`src/rtl/motoro3_commutation_seq_if.sv`:
```
// Bus between the commutation sequencer and its controller.
// MOTORO3_COMM_STALL_EN adds the stall flag.
interface motoro3_commutation_seq_if #(
  parameter int STEP_W = 16
);
  // Control inputs are level-sampled on each falling clk edge; stepNow is a
  // one-cycle strobe; every status output is registered.
  logic              run;
  logic              dir;
  logic [STEP_W-1:0] stepPeriod;
  logic              stepNow;
  logic [2:0]        phaseEnable;
  logic [2:0]        phaseH1L0;
  logic [2:0]        step;
  logic              stepTick;
  logic [1:0]        state_dbg;
`ifdef MOTORO3_COMM_STALL_EN
  logic              stall;

  modport master (
    output run, dir, stepPeriod, stepNow,
    input  phaseEnable, phaseH1L0, step, stepTick, state_dbg, stall
  );
  modport slave (
    input  run, dir, stepPeriod, stepNow,
    output phaseEnable, phaseH1L0, step, stepTick, state_dbg, stall
  );
`else
  modport master (
    output run, dir, stepPeriod, stepNow,
    input  phaseEnable, phaseH1L0, step, stepTick, state_dbg
  );
  modport slave (
    input  run, dir, stepPeriod, stepNow,
    output phaseEnable, phaseH1L0, step, stepTick, state_dbg
  );
`endif
endinterface

```
`src/rtl/motoro3_commutation_seq.sv`:
```
// Six-step trapezoidal commutation sequencer with a dead-time window on every step change.
// MOTORO3_COMM_STALL_EN adds a STALL state that is entered when a step never advances.
module motoro3_commutation_seq #(
  parameter int STEP_W   = 16,
  parameter int DEAD_CYC = 8
) (
  input logic                     clk,
  input logic                     nRst,
  motoro3_commutation_seq_if.slave bus
);
  localparam int DW = $clog2(DEAD_CYC + 1);

  typedef enum logic [1:0] {
    S_IDLE  = 2'd0,
    S_DEAD  = 2'd1,
    S_DRIVE = 2'd2,
    S_STALL = 2'd3
  } state_t;

  state_t            r_state;
  logic [DW-1:0]     r_dead_cnt;
  logic [STEP_W-1:0] r_period_cnt;
  logic [2:0]        r_step;
  logic [2:0]        r_en;
  logic [2:0]        r_h;
  logic              r_tick;
`ifdef MOTORO3_COMM_STALL_EN
  localparam logic [STEP_W-1:0] STALL_AT = {{(STEP_W-1){1'b1}}, 1'b0};
  logic              r_stall;
  assign bus.stall = r_stall;
`endif

  logic       w_expire;
  logic       w_advance;
  logic [2:0] w_step_next;
  logic [2:0] w_drv_en;
  logic [2:0] w_drv_h;

  // Period is compared live, so a shrink below the count waits for the wrap.
  assign w_expire  = (bus.stepPeriod != '0) && (r_period_cnt == bus.stepPeriod - STEP_W'(1));
  assign w_advance = w_expire || bus.stepNow;

  always_comb begin
    w_step_next = r_step;
    if (bus.dir) w_step_next = (r_step == 3'd5) ? 3'd0 : r_step + 3'd1;
    else         w_step_next = (r_step == 3'd0) ? 3'd5 : r_step - 3'd1;
  end

  always_comb begin
    w_drv_en = 3'b000;
    w_drv_h  = 3'b000;
    case (r_step)
      3'd0: begin w_drv_en = 3'b011; w_drv_h = 3'b001; end
      3'd1: begin w_drv_en = 3'b101; w_drv_h = 3'b001; end
      3'd2: begin w_drv_en = 3'b110; w_drv_h = 3'b010; end
      3'd3: begin w_drv_en = 3'b011; w_drv_h = 3'b010; end
      3'd4: begin w_drv_en = 3'b101; w_drv_h = 3'b100; end
      3'd5: begin w_drv_en = 3'b110; w_drv_h = 3'b100; end
      default: begin w_drv_en = 3'b000; w_drv_h = 3'b000; end
    endcase
  end

  always_ff @(negedge clk or negedge nRst) begin
    if (!nRst) begin
      r_state      <= S_IDLE;
      r_dead_cnt   <= '0;
      r_period_cnt <= '0;
      r_step       <= 3'd0;
      r_en         <= 3'b000;
      r_h          <= 3'b000;
      r_tick       <= 1'b0;
`ifdef MOTORO3_COMM_STALL_EN
      r_stall      <= 1'b0;
`endif
    end else begin
      r_tick <= 1'b0;
      if (!bus.run) begin
        r_state <= S_IDLE;
        r_en    <= 3'b000;
        r_h     <= 3'b000;
`ifdef MOTORO3_COMM_STALL_EN
        r_stall <= 1'b0;
`endif
      end else begin
        case (r_state)
          S_IDLE: begin
            r_state    <= S_DEAD;
            r_dead_cnt <= DW'(DEAD_CYC);
            r_en       <= 3'b000;
            r_h        <= 3'b000;
          end
          S_DEAD: begin
            // Outputs switch to the table only once the window has fully elapsed.
            if (r_dead_cnt == DW'(1)) begin
              r_state      <= S_DRIVE;
              r_period_cnt <= '0;
              r_en         <= w_drv_en;
              r_h          <= w_drv_h;
            end else begin
              r_dead_cnt <= r_dead_cnt - DW'(1);
            end
          end
          S_DRIVE: begin
            if (w_advance) begin
              r_state    <= S_DEAD;
              r_dead_cnt <= DW'(DEAD_CYC);
              r_step     <= w_step_next;
              r_tick     <= 1'b1;
              r_en       <= 3'b000;
              r_h        <= 3'b000;
`ifdef MOTORO3_COMM_STALL_EN
            end else if (r_period_cnt == STALL_AT) begin
              r_state <= S_STALL;
              r_stall <= 1'b1;
              r_en    <= 3'b000;
              r_h     <= 3'b000;
`endif
            end else begin
              r_period_cnt <= r_period_cnt + STEP_W'(1);
            end
          end
          S_STALL: begin
            r_en <= 3'b000;
            r_h  <= 3'b000;
          end
          default: r_state <= S_IDLE;
        endcase
      end
    end
  end

  assign bus.phaseEnable = r_en;
  assign bus.phaseH1L0   = r_h;
  assign bus.step        = r_step;
  assign bus.stepTick    = r_tick;
  assign bus.state_dbg   = r_state;
endmodule

```
`src/flat_wrapper.sv`:
```
// flat-port wrapper written by rule: the top's interface ports become plain ports
module motoro3_commutation_seq_flat 
#(
  parameter int STEP_W   = 16,
  parameter int DEAD_CYC = 8
)
  (clk, nRst, bus_run, bus_dir, bus_stepPeriod, bus_stepNow, bus_phaseEnable, bus_phaseH1L0, bus_step, bus_stepTick, bus_state_dbg);
  motoro3_commutation_seq_if #(.STEP_W(STEP_W)) bus_i ();
  input logic clk;
  input logic nRst;
  input wire logic [$bits(bus_i.run)-1:0] bus_run;
  input wire logic [$bits(bus_i.dir)-1:0] bus_dir;
  input wire logic [$bits(bus_i.stepPeriod)-1:0] bus_stepPeriod;
  input wire logic [$bits(bus_i.stepNow)-1:0] bus_stepNow;
  output wire logic [$bits(bus_i.phaseEnable)-1:0] bus_phaseEnable;
  output wire logic [$bits(bus_i.phaseH1L0)-1:0] bus_phaseH1L0;
  output wire logic [$bits(bus_i.step)-1:0] bus_step;
  output wire logic [$bits(bus_i.stepTick)-1:0] bus_stepTick;
  output wire logic [$bits(bus_i.state_dbg)-1:0] bus_state_dbg;
  assign bus_i.run = bus_run;
  assign bus_i.dir = bus_dir;
  assign bus_i.stepPeriod = bus_stepPeriod;
  assign bus_i.stepNow = bus_stepNow;
  assign bus_phaseEnable = bus_i.phaseEnable;
  assign bus_phaseH1L0 = bus_i.phaseH1L0;
  assign bus_step = bus_i.step;
  assign bus_stepTick = bus_i.stepTick;
  assign bus_state_dbg = bus_i.state_dbg;
  motoro3_commutation_seq #(.STEP_W(STEP_W), .DEAD_CYC(DEAD_CYC)) u_core (.clk(clk), .nRst(nRst), .bus(bus_i));
endmodule
```
`config.mk`:
```
export PLATFORM = sky130hd
export DESIGN_NAME = motoro3_commutation_seq_flat
export DESIGN_NICKNAME = d
export VERILOG_FILES = /design/src/rtl/motoro3_commutation_seq_if.sv /design/src/rtl/motoro3_commutation_seq.sv /design/src/flat_wrapper.sv
export SDC_FILE = /design/constraint.sdc
export NUM_CORES = 1
export LEC_CHECK = 0
export ABC_AREA = 1
export CORE_MARGIN = 2
export CORE_UTILIZATION = 40
export CTS_CLUSTER_SIZE = 20
export DETAILED_ROUTE_END_ITERATION = 8
export SETUP_SLACK_MARGIN = 0.2
export SLEW_MARGIN = 10
export SYNTH_ARGS = -nofsm -noshare
export SYNTH_HDL_FRONTEND = slang
export SYNTH_SLANG_ARGS = --single-unit
```
`constraint.sdc`:
```
create_clock -name clk -period 4 [get_ports clk]
set_input_delay 0.8 -clock clk [delete_from_list [all_inputs] [get_ports clk]]
set_output_delay 0.8 -clock clk [all_outputs]
set_load 0.1 [all_outputs]
```
Word level (Yosys, flattened, before mapping)
Cells that the tools add are included.
{"block": "word_totals", "ff_bits": 32}
{"block": "op_classes", "addsub": 5, "eq_ne": 17, "mux": 25, "reduce_logical": 19}
{"operator": "$pmux W3 S3", "n": 4}
{"operator": "$mux W16", "n": 2}
{"operator": "$pmux W16 S2", "n": 1}
{"operator": "$mux W3", "n": 8}
{"operator": "$add A16 B1 Y16 const B", "n": 1}
{"operator": "$eq A16 B16 Y1", "n": 1}
{"operator": "$reduce_bool A16 Y1", "n": 1}
{"operator": "$sub A16 B1 Y16 const B", "n": 1}
{"operator": "$reduce_or A2 Y1", "n": 7}
{"operator": "$pmux W4 S3", "n": 1}
{"operator": "$mux W4", "n": 2}
{"operator": "$reduce_and A4 Y1", "n": 2}
{"operator": "$eq A3 B2 Y1 const B", "n": 2}
{"operator": "$eq A3 B3 Y1 const B", "n": 2}
{"operator": "$mux W2", "n": 3}
{"operator": "$ne A3 B2 Y1 const B", "n": 2}
{"operator": "$pmux W2 S3", "n": 1}
{"operator": "$reduce_and A3 Y1", "n": 2}
{"operator": "$eq A2 B2 Y1 const B", "n": 2}
{"operator": "$eq A4 B1 Y1 const B", "n": 1}
{"operator": "$ne A2 B1 Y1 const B", "n": 2}
{"operator": "$ne A2 B2 Y1 const B", "n": 2}
{"operator": "$ne A4 B1 Y1 const B", "n": 1}
{"operator": "$sub A4 B1 Y4 const B", "n": 1}
{"operator": "other kinds (12)", "n": 14}

Longest topological paths before layout
{"block": "depth", "depth_word": 7, "depth_mapped": 19}

==> metrics <==
Root Buffer clkbuf_8; VDD IR max 596 µV; Layout Area Growth over Synthesis 50.3%; die height 86.9 µm; met3 routed WL 275 µm; CTS tree yes; via count 2,936; top cell type's share of synthesized area 0.292; Mapped Cells 423; Clk pin slew, worst setup/hold paths 0.05 ns; FF/Latch Area 801 µm²; largest cells by area after synthesis dfrtn_1 29%, nand2_1 17%, nand3_1 7.8%; Synth area leader dfrtn_1; post-route setup slack -0.400 ns; Routed Antenna Nets 0; MaxCap Viol Count 0; failing checks negative setup slack; clk_lat worst skew 0.29 ns; Cell variety after synth 33; P_sw 992 µW; flops & latches, synth 32; RSZ-0062 raised after global routing yes; drt pass-1 iters 4; DRT iter0 DRCs 90; top cells by count, synth 128 x nand2_1, 54 x inv_1, 51 x nor2_1; IO Pins 33; WL met1 3350 µm; CP arrival 2.55 ns; Worst Setup End Kind flip-flop; Worst slew margin 0.663; Synth warnings 0; Cell Int Power 1010 µW; Seq/Total Area, Yosys 0.292; Synth Flop Type dfrtn_1; pwr dens 484 nW/µm²; Leakage 0.00199 µW; DR top layer met4; CP Data Required Time 2.15 ns; Setup-failing EPs final 32; CTS buffer count 5; actual slew at the worst max-slew pin 0.506 ns; clock network power share 0.137; most common cell in the netlist nand2_1; outcome complete, but fails checks; Site Rows 30; maximum clock insertion buffer count 2; vias per cell 5.01; fraction of layout cells with a size suffix above 1 0.320; first-pass GRT wire length 12,800 µm; kind of critical path in -> reg; Reg power frac 0.234; CORE AREA 6720 µm²; asr flop ratio synth 1.00; die area 7540 µm²; dpl ws -1.13 ns; initial antenna violation count 0; Mean Syn Cell Area 6.49 µm²; largest net degree at the start of global routing 33; hold slack final 0.458 ns; met2 routed wirelength 3830 µm; grt total ovfl 0; Post-synth EDFFs 0; average wire per standard cell 12.8 µm; Starting Density 0.409; FILL cells 615; Crit Path Max Fanout 8; GP Congestion 0.846; Nets 539; Die W 86.9 µm; Sw Ratio 0.496; Hold Vio Cnt, Final 0; Net Count, Synth 456; DR DRC count 0; port bufs 32; depth of the CTS H-tree 2; Worst Clk Skew 0.00410 ns; footprint of the multi-input gates 2070 µm²; DP HPWL 5150 µm; Worst setup SP type primary input; diode count 0; Mapped Area 2750 µm²; total track usage 0.210; final WL 7530 µm; fin. max-slew vios 0; Gate power share 0.629; Min-Delay Path Class reg -> reg; Clock Sinks 32; vias in the first global route 2,887; hold_buf cts 0
[worst paths after layout]
kind | depth (start not counted) | slack, ns | start | end
worst max-delay path | 17 | -0.40 | bus_stepPeriod[0] | u_core.r_period_cnt[11]
worst min register to register | 2 | 0.46 | u_core.r_dead_cnt[1] | u_core.r_dead_cnt[1]
worst min-delay path | 2 | 0.46 | u_core.r_dead_cnt[1] | u_core.r_dead_cnt[1]
min in group asynchronous | 2 | 2.76 | nRst | u_core.bus.phaseH1L0[2]
worst max register to register | 9 | 1.98 | u_core.bus.state_dbg[0] | u_core.bus.phaseH1L0[1]
max in group asynchronous | 2 | 1.03 | nRst | u_core.bus.state_dbg[0]
[stage by stage]
stage | setup TNS, ns | std cells | util | total power, µW | area (µm²)
5_1_grt | -14.92 | 586 | 0.615 | 2120 | 4130
2_1_floorplan | -6.38 | 423 | - | 1170 | 2850
3_5_place_dp | -34.63 | 560 | 0.539 | 1540 | 3620
6_report | -11.66 | 586 | 0.615 | 2000 | 4130
3_3_place_gp | -33.76 | 560 | 0.539 | 1530 | 3620
4_1_cts | -11.25 | 581 | 0.594 | 1930 | 3990
[power by group through the flow]
stage               logic (µW)  registers, µW  clock network (µW)
global placement          1040            497                   0
finish                    1260            468                 275
global route              1340            479                 294
CTS                       1190            467                 277
floorplan                  419            747                   0
detailed placement        1050            496                   0
[sequential cells by signal, indices dropped and copies added (netlist names)]
signal	count
u_core.r_period_cnt	16
u_core.r_dead_cnt	4
u_core.bus.phaseH1L0	3
u_core.bus.stepTick	1
u_core.bus.phaseEnable	3
u_core.bus.step	3
u_core.bus.state_dbg	2
[layout make-up]
class | instances | share of cell area
timing repair buffer | 81 | 0.202
sequential | 32 | 0.194
tap | 80 | 0.0242
clock buffer | 7 | 0.0233
multi-input combinational | 332 | 0.502
inverter | 54 | 0.0548
[metal layers]
layer	global-route usage	vias up
li1	-	1503
met1	0.266	1364
met2	0.371	62
met3	0.0237	7
met4	0.0696	0
met5	0	-
[worst max-delay path, cell delays in order]
cell and delay [ns]:
buf_6 0.09, buf_12 0.12, inv_16 0.05, ha_4 0.15
nand2_4 0.05, nor2_4 0.19, nand3_2 0.10, nand3_2 0.07
nand2_1 0.05, nor2_1 0.12, nand2_1 0.08, nor2_2 0.13
nand2_4 0.11, nand2_8 0.12, nand2_8 0.12, nand3_2 0.12
nand2_1 0.05
[layout by cell type, fill, tap and decap left out, types with 2 or more instances in the layout]
master and count:
nand2_1 98, inv_1 49, nor2_1 43, buf_4 43
dfrtn_1 32, nand3_1 27, nand2_2 26, xor2_1 19
nand3_2 15, buf_12 15, nor3_1 11, ha_1 11
nor2_2 10, o21ai_0 10, dlygate4sd2_1 8, nand2_4 7
clkbuf_8 7, nor2_4 6, nand3b_1 6, o21ai_1 6
nand4_1 6, nand2_8 6, xnor2_1 5, o21ai_2 4
clkdlybuf4s50_1 4, buf_2 4, buf_6 4, inv_2 3
clkdlybuf4s15_2 3, or2_2 2, nand3_4 2
[cells by family (layout without fill, tap and decap cells)]
group | after synthesis | after routing | share of synthesized area
AOI/OAI and AO/OA | 27 | 27 | 0.0574
xor gates and xnor gates | 25 | 25 | 0.0797
adders and majority gates | 12 | 12 | 0.0547
buffers and inverters | 62 | 142 | 0.0888
DFF | 32 | 32 | 0.292
and+or+nand+nor | 265 | 268 | 0.428
[timing repair]
item / 4_1_cts / 5_1_grt
pin swaps: 32 / 14
cloned: 2 / 1
buffers inserted: 12 / 4
resized for setup: 84 / 31
endpoints found under the setup margin: 37 / 32
No activity file was read; power rests on OpenSTA's default activity.
